**src/rtl/fir_pkg.sv**
```systemverilog
// Shared widths, saturation bounds and FIFO entry type for the FIR output stage.
package fir_pkg;

  localparam int DATA_WIDTH = 32;
  localparam int LEN_WIDTH  = 10;

  localparam logic [DATA_WIDTH-1:0] SAT_MAX = {1'b0, {(DATA_WIDTH-1){1'b1}}};
  localparam logic [DATA_WIDTH-1:0] SAT_MIN = {1'b1, {(DATA_WIDTH-1){1'b0}}};

  typedef struct packed {
    logic [DATA_WIDTH-1:0] data;
  } fifo_entry_t;

endpackage

```
**src/rtl/fir_mac_stream_out_if.sv**
```systemverilog
// AXI-Stream result port of the FIR output stage.
interface fir_mac_stream_out_if #(
  parameter int DW = 32
);
  logic          sm_tvalid;
  logic          sm_tready;
  logic [DW-1:0] sm_tdata;
  logic          sm_tlast;

  modport master (output sm_tvalid, output sm_tdata, output sm_tlast, input sm_tready);
  modport slave  (input sm_tvalid, input sm_tdata, input sm_tlast, output sm_tready);
endinterface

```
**src/rtl/fir_out_fifo.sv**
```systemverilog
// Synchronous result FIFO; exposes the head and the entry behind it for the output register.
module fir_out_fifo #(
  parameter int WIDTH = 32,
  parameter int DEPTH = 2
) (
  input  logic                     clk,
  input  logic                     rst,
  input  logic                     push_i,
  input  logic [WIDTH-1:0]         din_i,
  input  logic                     pop_i,
  output logic [WIDTH-1:0]         head_o,
  output logic [WIDTH-1:0]         next_o,
  output logic                     full_o,
  output logic                     empty_o,
  output logic [$clog2(DEPTH):0]   count_o
);
  localparam int AW = $clog2(DEPTH);
  localparam int CW = AW + 1;

  logic [WIDTH-1:0] mem_q [DEPTH];
  logic [AW-1:0]    wr_q, rd_q;
  logic [CW-1:0]    count_q;
  logic             do_push, do_pop;

  assign full_o  = (count_q == CW'(DEPTH));
  assign empty_o = (count_q == '0);
  assign count_o = count_q;
  assign head_o  = mem_q[rd_q];
  assign next_o  = mem_q[rd_q + 1'b1];

  // A push into a full FIFO is accepted only when the head leaves the same cycle.
  assign do_pop  = pop_i & ~empty_o;
  assign do_push = push_i & (~full_o | do_pop);

  always_ff @(posedge clk) begin
    if (do_push) mem_q[wr_q] <= din_i;
  end

  always_ff @(posedge clk) begin
    if (rst) begin
      wr_q    <= '0;
      rd_q    <= '0;
      count_q <= '0;
    end else begin
      if (do_push) wr_q <= wr_q + 1'b1;
      if (do_pop)  rd_q <= rd_q + 1'b1;
      count_q <= count_q + CW'(do_push) - CW'(do_pop);
    end
  end
endmodule

```
**src/rtl/fir_mac_stream_out.sv**
```systemverilog
// FIR MAC + result FIFO + AXI-Stream master with frame tlast.
// Optional FIR_SATURATE_EN: clamp each accumulate instead of wrapping.
module fir_mac_stream_out import fir_pkg::*; #(
  parameter int pDATA_WIDTH = DATA_WIDTH,
  parameter int pFIFO_DEPTH = 2,
  parameter int pLEN_WIDTH  = LEN_WIDTH
) (
  input  logic                   axis_clk,
  input  logic                   axis_rst,
  input  logic                   mac_reset,
  input  logic                   mac_en,
  input  logic [pDATA_WIDTH-1:0] tap_do,
  input  logic [pDATA_WIDTH-1:0] data_do,
  input  logic                   result_ready,
  input  logic [pLEN_WIDTH-1:0]  data_length,
  output logic                   res_full,
  fir_mac_stream_out_if.master   sm,
  output logic                   frame_done,
  output logic                   ovf_err
);
  localparam int CW = $clog2(pFIFO_DEPTH) + 1;

  logic [pDATA_WIDTH-1:0] acc_q, acc_d, mac_sum;
  logic [pDATA_WIDTH-1:0] head, next_entry;
  logic                   fifo_full, fifo_empty;
  logic [CW-1:0]          fifo_count;

  logic                   tvalid_q, tvalid_d, tlast_q, tlast_d;
  logic [pDATA_WIDTH-1:0] tdata_q, tdata_d;
  logic [pLEN_WIDTH-1:0]  cnt_q, cnt_d, len_q, len_d, last_idx;
  logic                   frame_done_q, ovf_q;
  logic                   hs, push, ovf_set;

`ifdef FIR_SATURATE_EN
  localparam int W2 = 2 * pDATA_WIDTH;
  localparam logic signed [W2-1:0] SAT_HI2 = {{(pDATA_WIDTH+1){1'b0}}, {(pDATA_WIDTH-1){1'b1}}};
  localparam logic signed [W2-1:0] SAT_LO2 = {{(pDATA_WIDTH+1){1'b1}}, {(pDATA_WIDTH-1){1'b0}}};
  logic signed [W2-1:0] prod_w, sum_w;

  always_comb begin
    prod_w = $signed({{pDATA_WIDTH{tap_do[pDATA_WIDTH-1]}}, tap_do})
           * $signed({{pDATA_WIDTH{data_do[pDATA_WIDTH-1]}}, data_do});
    sum_w  = $signed({{pDATA_WIDTH{acc_q[pDATA_WIDTH-1]}}, acc_q}) + prod_w;
    if (sum_w > SAT_HI2)      mac_sum = SAT_HI2[pDATA_WIDTH-1:0];
    else if (sum_w < SAT_LO2) mac_sum = SAT_LO2[pDATA_WIDTH-1:0];
    else                      mac_sum = sum_w[pDATA_WIDTH-1:0];
  end
`else
  always_comb begin
    mac_sum = acc_q + (tap_do * data_do);
  end
`endif

  always_comb begin
    acc_d = acc_q;
    if (mac_reset)   acc_d = '0;
    else if (mac_en) acc_d = mac_sum;
  end

  assign hs      = tvalid_q & sm.sm_tready;
  assign push    = result_ready & (~fifo_full | hs);
  assign ovf_set = result_ready & fifo_full & ~hs;

  fir_out_fifo #(
    .WIDTH (pDATA_WIDTH),
    .DEPTH (pFIFO_DEPTH)
  ) u_fifo (
    .clk     (axis_clk),
    .rst     (axis_rst),
    .push_i  (push),
    .din_i   (acc_q),
    .pop_i   (hs),
    .head_o  (head),
    .next_o  (next_entry),
    .full_o  (fifo_full),
    .empty_o (fifo_empty),
    .count_o (fifo_count)
  );

  // The output register always mirrors the FIFO head as it will be after this
  // edge, so an empty-FIFO push reaches sm_tdata with one cycle of latency.
  always_comb begin
    tdata_d  = tdata_q;
    tvalid_d = tvalid_q;
    if (hs) begin
      if (fifo_count >= CW'(2)) begin
        tdata_d  = next_entry;
        tvalid_d = 1'b1;
      end else if (push) begin
        tdata_d  = acc_q;
        tvalid_d = 1'b1;
      end else begin
        tvalid_d = 1'b0;
      end
    end else if (fifo_empty && push) begin
      tdata_d  = acc_q;
      tvalid_d = 1'b1;
    end else if (!fifo_empty) begin
      tdata_d  = head;
      tvalid_d = 1'b1;
    end

    cnt_d = cnt_q;
    if (hs) cnt_d = tlast_q ? '0 : cnt_q + 1'b1;

    len_d    = (cnt_q == '0 && fifo_empty) ? data_length : len_q;
    last_idx = (len_d == '0) ? '0 : len_d - 1'b1;
    tlast_d  = tvalid_d & (cnt_d == last_idx);
  end

  always_ff @(posedge axis_clk) begin
    if (axis_rst) begin
      acc_q        <= '0;
      tvalid_q     <= 1'b0;
      tdata_q      <= '0;
      tlast_q      <= 1'b0;
      cnt_q        <= '0;
      len_q        <= '0;
      frame_done_q <= 1'b0;
      ovf_q        <= 1'b0;
    end else begin
      acc_q        <= acc_d;
      tvalid_q     <= tvalid_d;
      tdata_q      <= tdata_d;
      tlast_q      <= tlast_d;
      cnt_q        <= cnt_d;
      len_q        <= len_d;
      frame_done_q <= hs & tlast_q;
      if (ovf_set) ovf_q <= 1'b1;
    end
  end

  assign sm.sm_tvalid = tvalid_q;
  assign sm.sm_tdata  = tdata_q;
  assign sm.sm_tlast  = tlast_q;
  assign res_full     = fifo_full;
  assign frame_done   = frame_done_q;
  assign ovf_err      = ovf_q;
endmodule

```
**src/flat_wrapper.sv**
```systemverilog
// flat-port wrapper written by rule: the top's interface ports become plain ports
module fir_mac_stream_out_flat import fir_pkg::*;
#(
  parameter int pDATA_WIDTH = DATA_WIDTH,
  parameter int pFIFO_DEPTH = 2,
  parameter int pLEN_WIDTH  = LEN_WIDTH
)
  (axis_clk, axis_rst, mac_reset, mac_en, tap_do, data_do, result_ready, data_length, res_full, frame_done, ovf_err, sm_sm_tvalid, sm_sm_tdata, sm_sm_tlast, sm_sm_tready);
  fir_mac_stream_out_if #(.DW(32)) sm_i ();
  input  logic axis_clk;
  input  logic axis_rst;
  input  logic mac_reset;
  input  logic mac_en;
  input  logic [pDATA_WIDTH-1:0] tap_do;
  input  logic [pDATA_WIDTH-1:0] data_do;
  input  logic result_ready;
  input  logic [pLEN_WIDTH-1:0] data_length;
  output logic res_full;
  output logic frame_done;
  output logic ovf_err;
  output wire logic [$bits(sm_i.sm_tvalid)-1:0] sm_sm_tvalid;
  output wire logic [$bits(sm_i.sm_tdata)-1:0] sm_sm_tdata;
  output wire logic [$bits(sm_i.sm_tlast)-1:0] sm_sm_tlast;
  input wire logic [$bits(sm_i.sm_tready)-1:0] sm_sm_tready;
  assign sm_sm_tvalid = sm_i.sm_tvalid;
  assign sm_sm_tdata = sm_i.sm_tdata;
  assign sm_sm_tlast = sm_i.sm_tlast;
  assign sm_i.sm_tready = sm_sm_tready;
  fir_mac_stream_out #(.pDATA_WIDTH(pDATA_WIDTH), .pFIFO_DEPTH(pFIFO_DEPTH), .pLEN_WIDTH(pLEN_WIDTH)) u_core (.axis_clk(axis_clk), .axis_rst(axis_rst), .mac_reset(mac_reset), .mac_en(mac_en), .tap_do(tap_do), .data_do(data_do), .result_ready(result_ready), .data_length(data_length), .res_full(res_full), .sm(sm_i), .frame_done(frame_done), .ovf_err(ovf_err));
endmodule
```
**config.mk**
```make
export PLATFORM = sky130hd
export DESIGN_NAME = fir_mac_stream_out_flat
export DESIGN_NICKNAME = d
export VERILOG_FILES = /design/src/rtl/fir_pkg.sv /design/src/rtl/fir_mac_stream_out_if.sv /design/src/rtl/fir_out_fifo.sv /design/src/rtl/fir_mac_stream_out.sv /design/src/flat_wrapper.sv
export SDC_FILE = /design/constraint.sdc
export NUM_CORES = 2
export LEC_CHECK = 0
export CAP_MARGIN = 0
export CORE_ASPECT_RATIO = 0.5
export CORE_MARGIN = 2
export CORE_UTILIZATION = 64
export CTS_BUF_LIST = sky130_fd_sc_hd__clkbuf_8 sky130_fd_sc_hd__clkbuf_16
export DETAILED_ROUTE_END_ITERATION = 8
export GPL_ROUTABILITY_DRIVEN = 0
export PLACE_DENSITY = 0.84
export SKIP_LAST_GASP = 1
export SLEW_MARGIN = 20
export SYNTH_ARGS = -nofsm -noshare
export SYNTH_HDL_FRONTEND = slang
export SYNTH_SLANG_ARGS = --single-unit
```
**constraint.sdc**
```tcl
create_clock -name axis_clk -period 9.9 [get_ports axis_clk]
set_input_delay 1.98 -clock axis_clk [delete_from_list [all_inputs] [get_ports axis_clk]]
set_output_delay 1.98 -clock axis_clk [all_outputs]
set_load 0.01 [all_outputs]
```
# Word-level counts from Yosys, hierarchy flattened
# Memories as Yosys holds them, arrays and structs flattened. A register that Yosys moved wholly into a read port is not among the register bits.
# Cells that the tools add are included.
# word_totals
word_cells	63
ff_bits	92
memories	1
output_inout_bits	37
in_bits	80
ramBits	64
# classes
n_eq_ne	4
add_sub_neg	7
n_bitwise	13
multipliers	1
n_mux	18
order_cmp	1
n_reduce_logical	7
# memory_table
name	depth	word_bits	read_ports	rd_clocked_by_memory_dff	write_ports	line_no	rtl
u_core.u_fifo.mem_q	2	32	2	1	1	fir_out_fifo.sv:20	logic [WIDTH-1:0] mem_q [DEPTH];
# ops
op	n
$mux 32	5
$mux 10	4
$add 32x32->32	1
$mul 32x32->32	1
$logic_not 10->1	2
$add 10x1->10 const B	1
$eq 10x10->1	1
$sub 10x1->10 const B	1
$mux 1	9
$and 1x1->1	8
$ne 3x3->1 const B	2
$not 1->1	3
$add 1x1->1 const B	2
$add 2x1->2	1
$eq 2x2->1 const B	1
$ge 2x2->1 const B	1
$logic_and 1x1->1	2
$logic_not 2->1	1
$or 1x1->1	2
$reduce_and 2->1	1
$reduce_or 2->1	1
$sub 2x1->2	1

# Depth between registers and ports, before layout
# depth
depth_word	8
depth_mapped	28
mapped_depth_nobuf	26

# Modules after synthesis
# Synthesis repeated with hierarchy kept, for this count alone.
# unflattened
hier_cells	2567
hier_area_um2	24060.6
# by_module_without_submodules
mod	instances	seq_area_each_um2	cells_per_inst	area_each_um2
fir_mac_stream_out	1	1761.7	2399	21100.2
fir_out_fifo	1	2021.9	168	2960.3

# Least setup slack after synthesis
# Ideal clock, no wire load.
# synth_timing
kind	input -> register
startpoint	in data_do[2]
endpoint	reg u_core.acc_q[29]
arrival_ps	8415
path_slack_ps	1363
path_buffers	2
cell_stages	26
t_required_ps	9778
setup_ps	122
path_cell_list	clkbuf_1 -> clkbuf_1 -> and2_1 -> fa_1 -> inv_1 -> fa_1 -> inv_1 -> fa_1 -> inv_1 -> fa_1 -> inv_1 -> fa_1 -> fa_1 -> fa_1 -> inv_1 -> fa_1 -> inv_1 -> ha_1 -> a21o_1 -> a21o_1 -> a21o_1 -> a21o_1 -> a211oi_2 -> o21ai_1 -> nor4b_1 -> a311o_1
# synth_between
elab_chain_len	2
# synth_rtl
element	line_no	rtl
start: declaration	flat_wrapper.sv:15	input logic [pDATA_WIDTH-1:0] data_do;
$mul 32x32->32	fir_mac_stream_out.sv:50	mac_sum = acc_q + (tap_do * data_do);
$add 32x32->32	fir_mac_stream_out.sv:50	
end signal: assignment	fir_mac_stream_out.sv:113	acc_q <= '0;
end signal: assignment	fir_mac_stream_out.sv:122	acc_q <= acc_d;
end: declaration	fir_mac_stream_out.sv:23	logic [pDATA_WIDTH-1:0] acc_q, acc_d, mac_sum;
# Every way passes these cells.
# A chain may end at the register's enable or synchronous reset.

# Final worst setup path
# layout_timing
startpoint	in data_do[4]
endpoint	reg u_core.acc_q[31]
# Same word-level chain as after synthesis.

==> results.md <==
* Status: completed
* Max Cap Violations at 0
* Seq/Total Area, Yosys at 0.156
* Layout Nets at 3331
* Slew headroom at 0.267
* Reg area at 3790 um^2
* Final period util at 0.929
* Worst r2r path cells at 23
* Util after Layout at 0.710
* Min-delay worst type: flip-flop to flip-flop
* Die area at 39600 um^2
* Drt drc at 0
* Worst-skew pair later-pin latency at 0.43 ns
* Total Wirelength at 63400 um
* Launching point of the worst reg2reg path: u_core.acc_q[23]
* CP most frequent cell: fa_1
* CTS Buffer Depth at 2
* Worst R2R Setup Slack at 2.76 ns
* Diode count at 0
* Worst-path maximum fanout at 15
* Filler cell count at 2671
* Max Clk Rate at 109 MHz
* First-pass GRT wire length at 104000 um
* Core ar. at 37400 um^2
* EDFF count, synth at 64
* Total CTS buffers at 17
* Netlist cell types at 69
* Wirelength per Cell at 19.9 um
* CP startpoint kind: input pin
* Worst EP required at 10.24 ns
* Yosys warning count at 0
* Hold violation count in the final report at 0
* Hold path cells at 2
* XOR/XNOR Fraction of Synth Area at 0.0362
* Worst setup EP type: flip-flop
* Reg2reg end: u_core.acc_q[29]
* PostCTS Resize Cnt at 0
* Critical path class: input pin to flip-flop
* Syn Nets at 3283
* Worst hold path endpoint: u_core.ovf_err
* Area Growth Syn to Fin at 9.30%
* Via/cell ratio at 5.82
* Largest net degree at the start of global routing at 79
* Ports at 117
* Synth Area in Simple Gates at 0.167
* Clock tree sinks at 157
* Setup TNS at 0 ns
* CP bufs+invs at 8
* Worst path slowest cell: clkdlybuf4s50_1
* Synth Area in Adders at 0.427
* 1st-iter DRT viols at 1475
* Postcts setup bufs at 0
* Async S/R FF share, synth at 0
* Arrival @ worst endpoint at 9.54 ns
* Initial antenna violation count at 0
* Main synth FF type: dfxtp_1
* Setup violators final at 0
* Vias in the first global route at 19.6k
* Vias at 18.6k
* FP Rows at 50
* Clk slew on worst S/H paths at 0.06 ns
* GRT Util Overall at 0.336
* # hold bufs at CTS at 0
* Gr ovfl total at 0
* Final min period at 9.20 ns
* Largest family of logic cells by synthesized area: adder cells
* Area occupied by multi-input gates at 18100 um^2
* Cell area after synthesis at 24300 um^2
* Height of the die at 142 um
* Hold Crit Start: u_core.ovf_err
* Fin Clk Skew at 0.0105 ns
* CTS tree: yes
* Slew @ Worst Pin at 1.10 ns
* Mapped Cells at 2636
* Detailed placement HPWL at 50300 um
* Fraction of layout cells with a size suffix above 1 at 0.0382
* Root Buffer Master: clkbuf_16
* Post-DRT Antenna Nets at 0
* Port bufs at 116
* First drt pass iteration count at 5
* Unrepaired setup endpoints after global routing: no
* # H-tree levels at 4
* Max Slew Vio Count at 0
* Starting Density at 0.650
* CP delay by family, top: adder cells
* Mux contribution to synthesized area at 0.0461
* Post-synthesis compound-gate area fraction at 0.0672
* FF+latch count, synth at 157
* Avg Synthesized Cell Area at 9.22 um^2
* Die width at 280 um
* Slowest stage delay, CP at 0.86 ns
[stage by stage]
stage | worst slack, ns | instance area (um^2) | hold slack [ns] | std cells
after floorplan | 1.36 | 24300 | 0.470 | 2636
after global placement | 0.473 | 26000 | 0.455 | 3159
final | 0.705 | 26600 | 0.473 | 3191
after global routing | 0.325 | 26600 | 0.497 | 3191
after CTS | 0.792 | 26600 | 0.480 | 3191
after detailed placement | 0.382 | 26000 | 0.462 | 3159
[worst max-delay path by stage]
stage                     from               end  slack (ns)  cells past startpoint
floorplan           data_do[2]  u_core.acc_q[29]        1.36                     26
global placement    data_do[4]  u_core.acc_q[31]        0.47                     26
detailed placement  data_do[0]  u_core.acc_q[31]        0.38                     26
CTS                 data_do[0]  u_core.acc_q[31]        0.79                     26
global route        data_do[3]  u_core.acc_q[31]        0.33                     26
finish              data_do[4]  u_core.acc_q[31]        0.70                     26
[cell type report]
class | instances | share of cell area
Clock buffer | 21 | 0.0181
Sequential cell | 157 | 0.143
Multi-Input combinational cell | 1829 | 0.680
Clock inverter | 11 | 0.00438
Tap cell | 494 | 0.0233
Inverter | 507 | 0.0716
Timing Repair Buffer | 172 | 0.0596
[registers in the layout, indices dropped and copies added (netlist names), named ones only]
signal and count:
u_core.u_fifo.mem_q 64, u_core.acc_q 32, u_core.sm.sm_tdata 32, u_core.cnt_q 10, u_core.len_q 10, u_core.u_fifo.count_o 2
u_core.frame_done 1, u_core.ovf_err 1, u_core.sm.sm_tlast 1, u_core.sm.sm_tvalid 1, u_core.u_fifo.rd_q 1, u_core.u_fifo.wr_q 1
[worst register-to-register path, cell delays in order (launching register included)]
cell and delay, ns:
dfxtp_1 0.49, inv_1 0.18, fa_1 0.55, fa_1 0.55, inv_1 0.05, fa_1 0.50
inv_1 0.07, fa_1 0.53, inv_1 0.05, fa_1 0.48, fa_1 0.50, fa_1 0.49
inv_1 0.05, fa_1 0.50, inv_1 0.05, ha_1 0.36, a21o_1 0.22, a21o_1 0.18
a21o_1 0.20, a21o_1 0.21, a211oi_2 0.21, o21ai_1 0.13, nor4b_1 0.16, a311o_1 0.34
[cell families after synthesis]
kind of cell    after synthesis
flops                       157
fa+ha+maj                   567
mux                         110
compound gates              252
xor+xnor                     99
buf+inv                     650
simple gates                801
[cell usage in the layout (no fill, tap or decap), types with 7 or more instances in the layout]
| master | n |
|---|---|
| clkdlybuf4s50_1 | 114 |
| fa_1 | 438 |
| xor2_1 | 25 |
| o21ai_0 | 49 |
| mux2i_1 | 106 |
| a21o_1 | 22 |
| a21oi_1 | 60 |
| edfxtp_1 | 64 |
| nor3_1 | 12 |
| nor3b_1 | 7 |
| a31oi_1 | 10 |
| inv_1 | 510 |
| nand2_1 | 265 |
| nand3_1 | 18 |
| dfxtp_1 | 90 |
| xnor2_1 | 73 |
| ha_1 | 129 |
| clkbuf_16 | 17 |
| buf_4 | 55 |
| nor2_1 | 128 |
| a211oi_1 | 69 |
| and2_1 | 324 |
[synth_stat cells, drive strengths merged, types with 64 or more instances]
| library cell | count | area, um^2 |
|---|---|---|
| clkbuf | 132 | 495 |
| fa | 438 | 8770 |
| a211oi | 70 | 531 |
| xnor2 | 73 | 639 |
| inv | 507 | 1900 |
| nor2 | 129 | 484 |
| mux2i | 108 | 1100 |
| and2 | 325 | 2030 |
| edfxtp | 64 | 1920 |
| ha | 129 | 1610 |
| nand2 | 267 | 1000 |
| dfxtp | 93 | 1860 |
[layer usage]
layer  track usage  wire (um)  vias up  part of all wire
met3        0.0701       6430      174              0.10
met5             0          0        -                 0
met2         0.542      29200     1014              0.46
met1         0.453      25500     9189              0.40
li1              -          -     8182                 -
met4         0.127       2270        0             0.036
Power is left out: the tool's default activity adds up to more than one toggle a clock period on the data nets, which glitch-free logic cannot reach.
